[src/rtl/aes_spi_slave.sv]
// aes_spi_slave: serial host front-end for an AES core.
// The host shifts in a frame (optional direction byte, message, key), the core
// is launched once, and the 128-bit result is shifted back out on sdo.
//
// state     | meaning
// ----------+----------------------------------------------------------
// IDLE      | waiting for load rising; done/sdo hold last outcome
// SHIFT_IN  | host shifting frame bits in on sck rising
// START     | one-clk core_start pulse, core inputs frozen
// BUSY      | waiting for core_done
// SHIFT_OUT | result shifted out on sck falling
module aes_spi_slave #(
    parameter int K   = 128,
    parameter int INV = 2
) (
    input  logic           clk,
    input  logic           reset,
    input  logic           sck,
    input  logic           sdi,
    input  logic           load,
    output logic           sdo,
    output logic           done,
    output logic           core_start,
    output logic           core_dir,
    output logic [127:0]   core_msg,
    output logic [K-1:0]   core_key,
    input  logic           core_done,
    input  logic [127:0]   core_result,
    output logic           len_err
);

    localparam int DW = (INV == 2) ? 8 : 0;
    localparam int N  = K + 128 + DW;
    localparam int CW = $clog2(N + 1);

    typedef enum logic [2:0] {IDLE, SHIFT_IN, START, BUSY, SHIFT_OUT} state_t;

    state_t          state, state_nxt;
    logic [1:0]      sck_sync, sdi_sync, load_sync;
    logic            sck_prev, load_prev;
    logic            sck_rise, sck_fall, load_rise, load_fall;
    logic [N-1:0]    frame;
    logic [CW-1:0]   bit_cnt;
    logic [127:0]    out_reg;
    logic [6:0]      out_cnt;
    logic            dir_q, dir_calc;
    logic            frame_full;

    // Two-flop synchronizers plus one delay flop for edge detection.
    always_ff @(posedge clk) begin
        if (reset) begin
            sck_sync  <= '0;
            sdi_sync  <= '0;
            load_sync <= '0;
            sck_prev  <= 1'b0;
            load_prev <= 1'b0;
        end else begin
            sck_sync  <= {sck_sync[0], sck};
            sdi_sync  <= {sdi_sync[0], sdi};
            load_sync <= {load_sync[0], load};
            sck_prev  <= sck_sync[1];
            load_prev <= load_sync[1];
        end
    end

    assign sck_rise   = sck_sync[1] & ~sck_prev;
    assign sck_fall   = ~sck_sync[1] & sck_prev;
    assign load_rise  = load_sync[1] & ~load_prev;
    assign load_fall  = ~load_sync[1] & load_prev;
    assign frame_full = (bit_cnt == CW'(N));

    // Direction selection; runtime mode treats any non-zero byte as decrypt.
    always_comb begin
        dir_calc = 1'b0;
        if (INV == 1)
            dir_calc = 1'b1;
        else if (INV == 2)
            dir_calc = |frame[N-1 -: 8];
    end

    // State register.
    always_ff @(posedge clk) begin
        if (reset)
            state <= IDLE;
        else
            state <= state_nxt;
    end

    // Next-state logic; load edges in START/BUSY are deliberately ignored.
    always_comb begin
        state_nxt = state;
        case (state)
            IDLE:      if (load_rise) state_nxt = SHIFT_IN;
            SHIFT_IN:  if (load_fall) state_nxt = frame_full ? START : IDLE;
            START:     state_nxt = BUSY;
            BUSY:      if (core_done) state_nxt = SHIFT_OUT;
            SHIFT_OUT: begin
                if (load_rise)
                    state_nxt = SHIFT_IN;
                else if (sck_fall && out_cnt == 7'd127)
                    state_nxt = IDLE;
            end
            default:   state_nxt = IDLE;
        endcase
    end

    // Output decode for the single-cycle pulses.
    always_comb begin
        core_start = (state == START);
        len_err    = (state == SHIFT_IN) && load_fall && !frame_full;
    end

    // Datapath: frame capture, result capture and shift-out.
    always_ff @(posedge clk) begin
        if (reset) begin
            frame   <= '0;
            bit_cnt <= '0;
            out_reg <= '0;
            out_cnt <= '0;
            done    <= 1'b0;
            dir_q   <= 1'b0;
        end else begin
            case (state)
                IDLE, SHIFT_OUT: begin
                    if (load_rise) begin
                        bit_cnt <= '0;
                        done    <= 1'b0;
                        out_reg <= '0;
                    end else if (state == SHIFT_OUT && sck_fall) begin
                        out_reg <= {out_reg[126:0], 1'b0};
                        out_cnt <= out_cnt + 7'd1;
                    end
                end
                SHIFT_IN: begin
                    if (sck_rise && !frame_full) begin
                        frame   <= {frame[N-2:0], sdi_sync[1]};
                        bit_cnt <= bit_cnt + CW'(1);
                    end
                end
                START: dir_q <= dir_calc;
                BUSY: begin
                    if (core_done) begin
                        out_reg <= core_result;
                        out_cnt <= '0;
                        done    <= 1'b1;
                    end
                end
                default: ;
            endcase
        end
    end

    assign sdo      = out_reg[127];
    assign core_dir = dir_q;
    assign core_msg = frame[K+127:K];
    assign core_key = frame[K-1:0];

endmodule

[config.mk]
export PLATFORM = sky130hd
export DESIGN_NAME = aes_spi_slave
export DESIGN_NICKNAME = d
export VERILOG_FILES = /design/src/rtl/aes_spi_slave.sv
export SDC_FILE = /design/constraint.sdc
export NUM_CORES = 1
export LEC_CHECK = 0
export ABC_AREA = 1
export CAP_MARGIN = 10
export CORE_ASPECT_RATIO = 0.9
export CORE_UTILIZATION = 55
export CTS_CLUSTER_SIZE = 25
export DETAILED_ROUTE_END_ITERATION = 6
export GPL_TIMING_DRIVEN = 0
export MAX_ROUTING_LAYER = met4
export PLACE_DENSITY = 0.9
export RECOVER_POWER = 100
export SLEW_MARGIN = 0
export SYNTH_ARGS = -nofsm -noshare
export SYNTH_HDL_FRONTEND = slang
export SYNTH_SLANG_ARGS = --single-unit
[constraint.sdc]
create_clock -name clk -period 2.5 [get_ports clk]
set_clock_uncertainty 0.1 [all_clocks]
set_input_delay 0.375 -clock clk [delete_from_list [all_inputs] [get_ports clk]]
set_output_delay 0.375 -clock clk [all_outputs]
set_load 0.03 [all_outputs]
# [Word-level counts from Yosys, hierarchy flattened]
# Cells that the tools add are included.
[totals] inputBits=134 ff_bits=421 output_inout_bits=261
[op_classes] mux=21 add_sub_neg=2 reduce_logical=17 n_eq_ne=15 n_bitwise=8
[ops] op="$mux W128" count=3
[ops] op="$pmux W128 S2" count=1
[ops] op="$mux W7" count=3
[ops] op="$mux W9" count=2
[ops] op="$pmux W9 S2" count=1
[ops] op="$mux W3" count=5
[ops] op="$pmux W3 S5" count=1
[ops] op="$pmux W7 S2" count=1
[ops] op="$ne A2 B2 Y1 const B" count=6
[ops] op="$add A9 B1 Y9 const B" count=1
[ops] op="$eq A9 B9 Y1 const B" count=1
[ops] op="$reduce_and A3 Y1" count=3
[ops] op="$reduce_and A4 Y1" count=2
[ops] op="$reduce_or A8 Y1" count=1
[ops] op="$add A7 B1 Y7 const B" count=1
[ops] op="$eq A7 B7 Y1 const B" count=1
[ops] op="$eq A3 B2 Y1 const B" count=2
[ops] op="$ne A3 B3 Y1 const B" count=2
[ops] op="$logic_and A1 B1 Y1" count=5
[ops] op="$and A1 B1 Y1" count=4
[ops] op="$not A1 Y1" count=4
[ops] op="$reduce_bool A2 Y1" count=2
[ops] op="$eq A3 B1 Y1 const B" count=1
[ops] op="$eq A3 B3 Y1 const B" count=1
[ops] op="other kinds (8)" count=9

# [Longest topological paths before layout]
# Gate-level depths: netlist of the first run.
[depth] word_depth=6 depth_mapped=11 ltp_nobuf=10

# [Least setup slack after synthesis of the first run]
# No wires, ideal clock.
[synth_timing] path_type="reg-to-output" start="register state[0]" end="output port len_err" path_slack_ns=0.774 required_ns=2.025 arrival_ns=1.251 path_stages_with_launch=5 path_cell_list="dfxtp_1 > nand2_1 > nor2_1 > nand3_1 > a21oi_1"
[synth_between] elab_chain_len=3
[synth_lines] item="start, declared" line="38" source="state_t state, state_nxt;"
[synth_lines] item="start signal, assigned" line="86" source="state <= state_nxt;"
[synth_lines] item="$eq A3 B1 Y1" line="110" source="len_err = (state == SHIFT_IN) && load_fall && !frame_full;"
[synth_lines] item="$logic_and A1 B1 Y1 (2 in series)" line="110"
[synth_lines] item="end, declared" line="29" source="output logic len_err"
# Every way passes these cells.

# [Worst setup path after layout of the first run]
# Ends and elaborated chain as after synthesis.

==> key figures, run 1 <==
Global routing
  – Largest net degree at the start of global routing: 15
  – First-pass GRT wire length: 82.9 mm
  – Initial antenna violation count: 3
  – Vias in the first global route: 16874
  – Gr ovfl total: 0
  – Gr usage total: 30.4%

Worst setup path
  – Worst Path Arrival: 1.89 ns
  – Crit Path Category: flip-flop to output port
  – Crit path largest cell delay: 0.47 ns
  – Crit path max fanout: 6
  – Crit-path slowest cell: dfxtp_1
  – CP endpoint kind: output port
  – Worst EP required: 2.03 ns
  – Worst setup SP type: flip-flop
  – Worst path top cell family by delay: flip-flops
  – Worst Path Buf+Inv: 1
  – CP Cell Sequence: nand2_1 > nor2_2 > nand3_1 > a21oi_1 > clkbuf_1

Power and ir drop
  – Max rail drop VDD: 513 uV
  – NetSw: 3.57 mW
  – Pwr Density: 619 nW/um^2
  – Sw frac: 24.0%
  – Pint: 11.3 mW
  – Leak pwr: 11.1 nW
  – Power share of the clock group: 42.8%
  – Comb pwr share: 9.7%
  – Flop pwr share: 47.5%

Worst hold path
  – Worst hold path class: input port to flip-flop

Floorplanning
  – # IOs: 395
  – Core area: 32300 um^2
  – Die Ht: 175 um
  – Die area: 33900 um^2
  – Initial Utilization: 56.5%
  – Std-Cell Rows: 62
  – Die W: 194 um

STA
  – Setup ws final: 0.131 ns
  – Fmax: 422 MHz
  – Setup TNS: 0 ns
  – RSZ-0062 raised after global routing: no
  – Crit share post-route: 94.8%
  – Minimum clock period: 2.37 ns
  – Final setup vio count: 0
  – Worst slew pin tran: 0.746 ns
  – Hold Vio Cnt, Final: 0
  – Final Slew Violations: 0
  – Hold WS: 0.199 ns
  – Slew margin rel.: 50.3%

Logic synthesis
  – Synth warnings: 0
  – Sequential fraction of the synthesis area: 46.2%
  – #FFs+latches synth: 421
  – Post-Synthesis Cells: 2476
  – Mapped Area: 18200 um^2
  – Mapped Nets: 2613
  – Cell variety after synth: 28
  – Mapped Avg Cell Area: 7.36 um^2

Clock network
  – Clk_lat worst skew: 0.52 ns
  – Total CTS buffers: 43
  – H-tree depth: 2
  – Clock slew at reported path FFs: 0.06 ns
  – Clock Tree Buf Depth: 3
  – TritonCTS clock tree: yes
  – Cts hold-fix bufs: 0
  – CTS root buffer: clkbuf_16
  – CTS sink count: 421

Cells and area
  – Layout cells sized above 1: 13.2%
  – Area growth from synthesis to final layout: 32.0%
  – # fillers: 2278
  – Post-Layout Cell Count: 3367
  – Max reg flops: 264
  – Nets: 3051
  – Finished layout cell area: 24100 um^2

Job
  – Max-cap violations: 0

Placement
  – Post-DP HPWL: 37.2 mm
  – DP Area: 22700 um^2
  – Dpl ws: 0.183 ns
  – Inst Count DP: 3285
  – Gp weighted congestion: 0.913
  – I/O Buffers: 393

Detailed routing
  – Iteration-0 DRC Markers: 1239
  – Routed WL per cell: 15.3 um
  – First-pass iteration count of the detailed router: 5
  – Via count: 17898
  – DRT antenna net count: 0
  – Routed via count divided by cell count: 5.32
  – Detailed-route DRC error count: 0
  – Drt total wl: 51.7 mm

Run status
  – Status: finished, final reports clean
[power by group through the flow]
stage          Combinational, mW  Clock (mW)  Sequential (mW)
2_1_floorplan              0.912           0             7.19
3_3_place_gp                1.38           0             7.21
3_5_place_dp                1.43           0             7.23
4_1_cts                     1.45        6.44             7.08
5_1_grt                     1.59        6.72             7.11
6_report                    1.44        6.38             7.09
[path summary, 6_finish.rpt]
path / from / endpoint / slack (ns) / cells past startpoint
max: state[0]$_SDFFE_PP0P_ / len_err / 0.13 / 5
min: reset / bit_cnt[1]$_SDFFE_PP0P_ / 0.20 / 2
max reg2reg: state[1]$_SDFFE_PP0P_ / out_reg[0]$_SDFFE_PP0P_ / 0.13 / 9
min reg2reg: load_sync[0]$_SDFF_PP0_ / load_sync[1]$_SDFF_PP0_ / 0.31 / 2
[repair_timing]
item,CTS,global route
cloned,0,0
endpoints found under the setup margin,1,2
setup buffers,0,0
gates resized for setup,3,2
[layout by cell type (no fill, tap or decap), drive strengths merged, types with 11 or more instances in the layout]
cell type	n
a21oi	152
buf	317
clkbuf	181
clkdlybuf4s50	132
clkinv	11
dfxtp	421
dlygate4sd3	259
inv	43
nand2	308
nand3	28
nor2	552
o21ai	525
[area by class of cell]
cell class	instances	area (um^2)	share of cell area, %
antenna	4	10.0	0.0416
buffer	431	2730	11.3
clock buffer	65	1280	5.32
clock inverter	13	121	0.504
inverter	44	165	0.686
multi-input combinational	1580	6900	28.6
sequential	421	8430	35.0
tap	416	520	2.16
timing repair buffer	393	3920	16.3
[cell families (layout without fill, tap and decap cells)]
group,after synthesis,after routing,share of synthesized area (%)
other,0,4,0
AOI/OAI and AO/OA,681,681,18.7
xor gates and xnor gates,1,1,0.0480
DFF,421,421,46.2
adders and majority gates,3,3,0.206
and+or+nand+nor,895,895,18.8
buffers and inverters,475,946,15.9
[per-stage QoR]
| step | util (%) | total power, mW |
|---|---|---|
| after floorplan | - | 8.11 |
| after detailed placement | 70.3 | 8.66 |
| after global placement | 70.3 | 8.59 |
| final | 74.6 | 14.9 |
| after CTS | 74.7 | 15.0 |
| after global routing | 74.6 | 15.4 |
[routing by layer]
metal | wire length [um] | share of wire [%] | vias up | global-route usage (%)
li1 | - | - | 8657 | -
met1 | 20400 | 39 | 8287 | 35.1
met2 | 25000 | 48 | 823 | 52.2
met3 | 4650 | 9.0 | 131 | 6.60
met4 | 1650 | 3.2 | 0 | 10.9
met5 | 0 | 0 | - | -
[synthesized netlist by cell type (all sizes together)]
cell type	n	area [um^2]
o21ai	525	2630
buf	333	2370
xor2	1	8.76
ha	3	37.5
inv	43	161
nand2	308	1160
nor2	552	2090
clkbuf	98	369
a31oi	1	6.26
nor3	1	5.00
nand4	3	18.8
clkinv	1	3.75
nor4	2	12.5
dfxtp	421	8430
nand3b	1	7.51
nand3	28	140
a22oi	1	7.51
o21bai	2	15.0
a21oi	152	761
Note: power is estimated with default switching activity, not from simulation.
==> inputs of run 2 (changes only) <==
--- a/config.mk
+++ b/config.mk
@@ -8,6 +8,7 @@
 export ABC_AREA = 1
 export CAP_MARGIN = 10
 export CORE_ASPECT_RATIO = 0.9
+export CORE_MARGIN = 2
 export CORE_UTILIZATION = 55
 export CTS_CLUSTER_SIZE = 25
 export DETAILED_ROUTE_END_ITERATION = 6
==> run 2 against run 1 <==
Clock power decreased by 2%. Hold slack gained 0.0083 ns. Global-route usage decreased by 1.2 points. Via count shrank 0.14%. Routed wire length rose by 0.26%. Critical path depth down 2. Register-to-register slack barely moved. Largest power group unchanged. Highest routed layer unchanged.
==> key figures, run 2 (synthesized netlist as in run 1, its figures left out) <==
Cells and area
  – Finished layout cell area: 24100 um^2 (about the same)
  – Post-Layout Cell Count: 3374 (+0.21%)
  – # fillers: 2368 (+4.0%)
  – Final core utilization: 73.4% (-1.2 points)
  – Layout cells sized above 1: 13.4% (+0.13 points)
  – Max reg flops: 264 (unchanged)
  – Leading cell type in the layout, fill and taps excluded: nor2_1
  – Area growth from synthesis to final layout: 32.0% (about the same)
  – Nets: 3051 (unchanged)
  – Most frequent cells in the layout: 548 x nor2_1, 421 x o21ai_0, 421 x dfxtp_1

STA
  – Minimum clock period: 2.43 ns (+0.0647 ns)
  – Crit share post-route: 97.3% (+2.6 points)
  – Final setup vio count: 0 (unchanged)
  – Setup ws final: 0.0663 ns (-0.0647 ns)
  – Hold Vio Cnt, Final: 0 (unchanged)
  – Slew margin rel.: 48.0% (-2.3 points)
  – Worst slew pin tran: 0.781 ns (+0.0347 ns)
  – Final Slew Violations: 0 (unchanged)
  – Hold WS: 0.207 ns (+0.00828 ns)
  – Setup TNS: 0 ns (unchanged)
  – RSZ-0062 raised after global routing: no
  – Fmax: 411 MHz (-2.7%)

Worst setup path
  – Worst EP required: 2.03 ns (about the same)
  – Worst setup SP type: flip-flop
  – Worst Path Buf+Inv: 2 (+1)
  – Crit-path slowest cell: clkdlybuf4s50_1
  – Worst r2r src: state[0]$_SDFFE_PP0P_
  – Worst path top cell family by delay: buffers and inverters
  – Crit path largest cell delay: 0.71 ns (+0.24 ns)
  – CP endpoint kind: output port
  – Crit Path Category: flip-flop to output port
  – Worst Path Arrival: 1.96 ns (+0.07 ns)
  – CP Cell Sequence: nand3_1 > inv_1 > clkdlybuf4s50_1
  – Worst reg-to-reg setup slack: 0.14 ns (about the same)
  – Worst setup path startpoint: state[1]$_SDFFE_PP0P_
  – Crit path max fanout: 6 (unchanged)

Detailed routing
  – Routed via count divided by cell count: 5.30 (-0.35%)
  – Routed WL per cell: 15.4 um (about the same)
  – Iteration-0 DRC Markers: 1458 (+18%)
  – DRT antenna net count: 0 (unchanged)
  – Via count: 17873 (-0.14%)
  – Drt total wl: 51.8 mm (+0.26%)
  – First-pass iteration count of the detailed router: 5 (unchanged)
  – Detailed-route DRC error count: 0 (unchanged)

Floorplanning
  – # IOs: 395 (unchanged)
  – Die W: 196 um (+1.0%)
  – Initial Utilization: 55.6% (-0.90 points)
  – Die Ht: 177 um (+1.1%)
  – Die area: 34600 um^2 (+2.2%)
  – Std-Cell Rows: 63 (+1.6%)
  – Core area: 32800 um^2 (+1.6%)

Placement
  – I/O Buffers: 393 (unchanged)
  – Gp weighted congestion: 0.920 (+0.78%)
  – DP Area: 22700 um^2 (about the same)
  – Inst Count DP: 3291 (+0.18%)
  – Dpl ws: 0.122 ns (-0.0618 ns)
  – Post-DP HPWL: 37.4 mm (+0.41%)

Clock network
  – Cts hold-fix bufs: 0 (unchanged)
  – H-tree depth: 2 (unchanged)
  – Post-CTS Setup Bufs: 0 (unchanged)
  – Clock Tree Buf Depth: 3 (unchanged)
  – Clock slew at reported path FFs: 0.06 ns (about the same)
  – Total CTS buffers: 43 (unchanged)
  – Clk_lat worst skew: 0.54 ns (+0.02 ns)
  – TritonCTS clock tree: yes
  – CTS sink count: 421 (unchanged)
  – CTS root buffer: clkbuf_16

Power and ir drop
  – Pwr Total: 14.8 mW (-1.0%)
  – Pwr Density: 613 nW/um^2 (-0.98%)
  – Leak pwr: 11.1 nW (about the same)
  – Max rail drop VDD: 446 uV (-13%)

Global routing
  – First-pass GRT wire length: 80.9 mm (-2.4%)
  – Gr ovfl total: 0 (unchanged)
  – Gr usage total: 29.2% (-1.2 points)
  – Initial antenna violation count: 4 (+1)
  – Largest net degree at the start of global routing: 16 (+1)
  – Vias in the first global route: 16277 (-3.5%)

Run status
  – Status: finished, final reports clean

Worst hold path
  – Beginning of the worst hold path: reset
  – Worst hold path class: input port to flip-flop

Job
  – Max-cap violations: 0 (unchanged)
## run 2: path summary, 6_finish.rpt
check	cells after the start	to
max	3	core_start
min	2	bit_cnt[4]$_SDFFE_PP0P_
max reg2reg	9	out_reg[0]$_SDFFE_PP0P_
min reg2reg	2	load_sync[1]$_SDFF_PP0_
## run 2: what timing repair did
action,in CTS,in global routing
cloned,0,0
endpoints found under the hold margin,0,0
gates resized for setup,3,1
endpoints found under the setup margin,1,1
## run 2: layer usage
layer | GRT usage, % | part of all wire, % | wire length [um] | up-vias
li1 | - | - | - | 8671
met1 | 34.2 | 40 | 20500 | 8251
met2 | 49.8 | 48 | 25000 | 812
met3 | 6.17 | 8.9 | 4600 | 139
met4 | 10.2 | 3.3 | 1700 | 0
met5 | - | 0 | 0 | -
## run 2: layout make-up
type,instances,area [um^2],share of cell area [%]
sequential,421,8430,35.0
timing repair buffer,393,3940,16.4
tap,422,528,2.19
clock inverter,19,146,0.608
buffer,431,2730,11.3
antenna,4,10.0,0.0416
clock buffer,60,1230,5.12
multi-input combinational,1580,6890,28.6
inverter,44,165,0.686
## run 2: worst register-to-register path, cell delays in order (launching register included)
cell and delay [ns]:
dfxtp_1 0.46, nand3_1 0.21, nand2_1 0.10, nand2_1 0.10
nor2_2 0.22, clkbuf_1 0.54, buf_4 0.30, nand2_1 0.07
o21ai_1 0.07, nor2_1 0.05
## run 2: where the power goes
group          internal [mW]  total [mW]  switching, mW  leakage, nW
Clock                   3.56        6.23           2.66        0.680
Combinational          0.641        1.44          0.799         6.95
Sequential              6.95        7.09          0.141         3.42
Total                   11.2        14.8           3.60         11.1
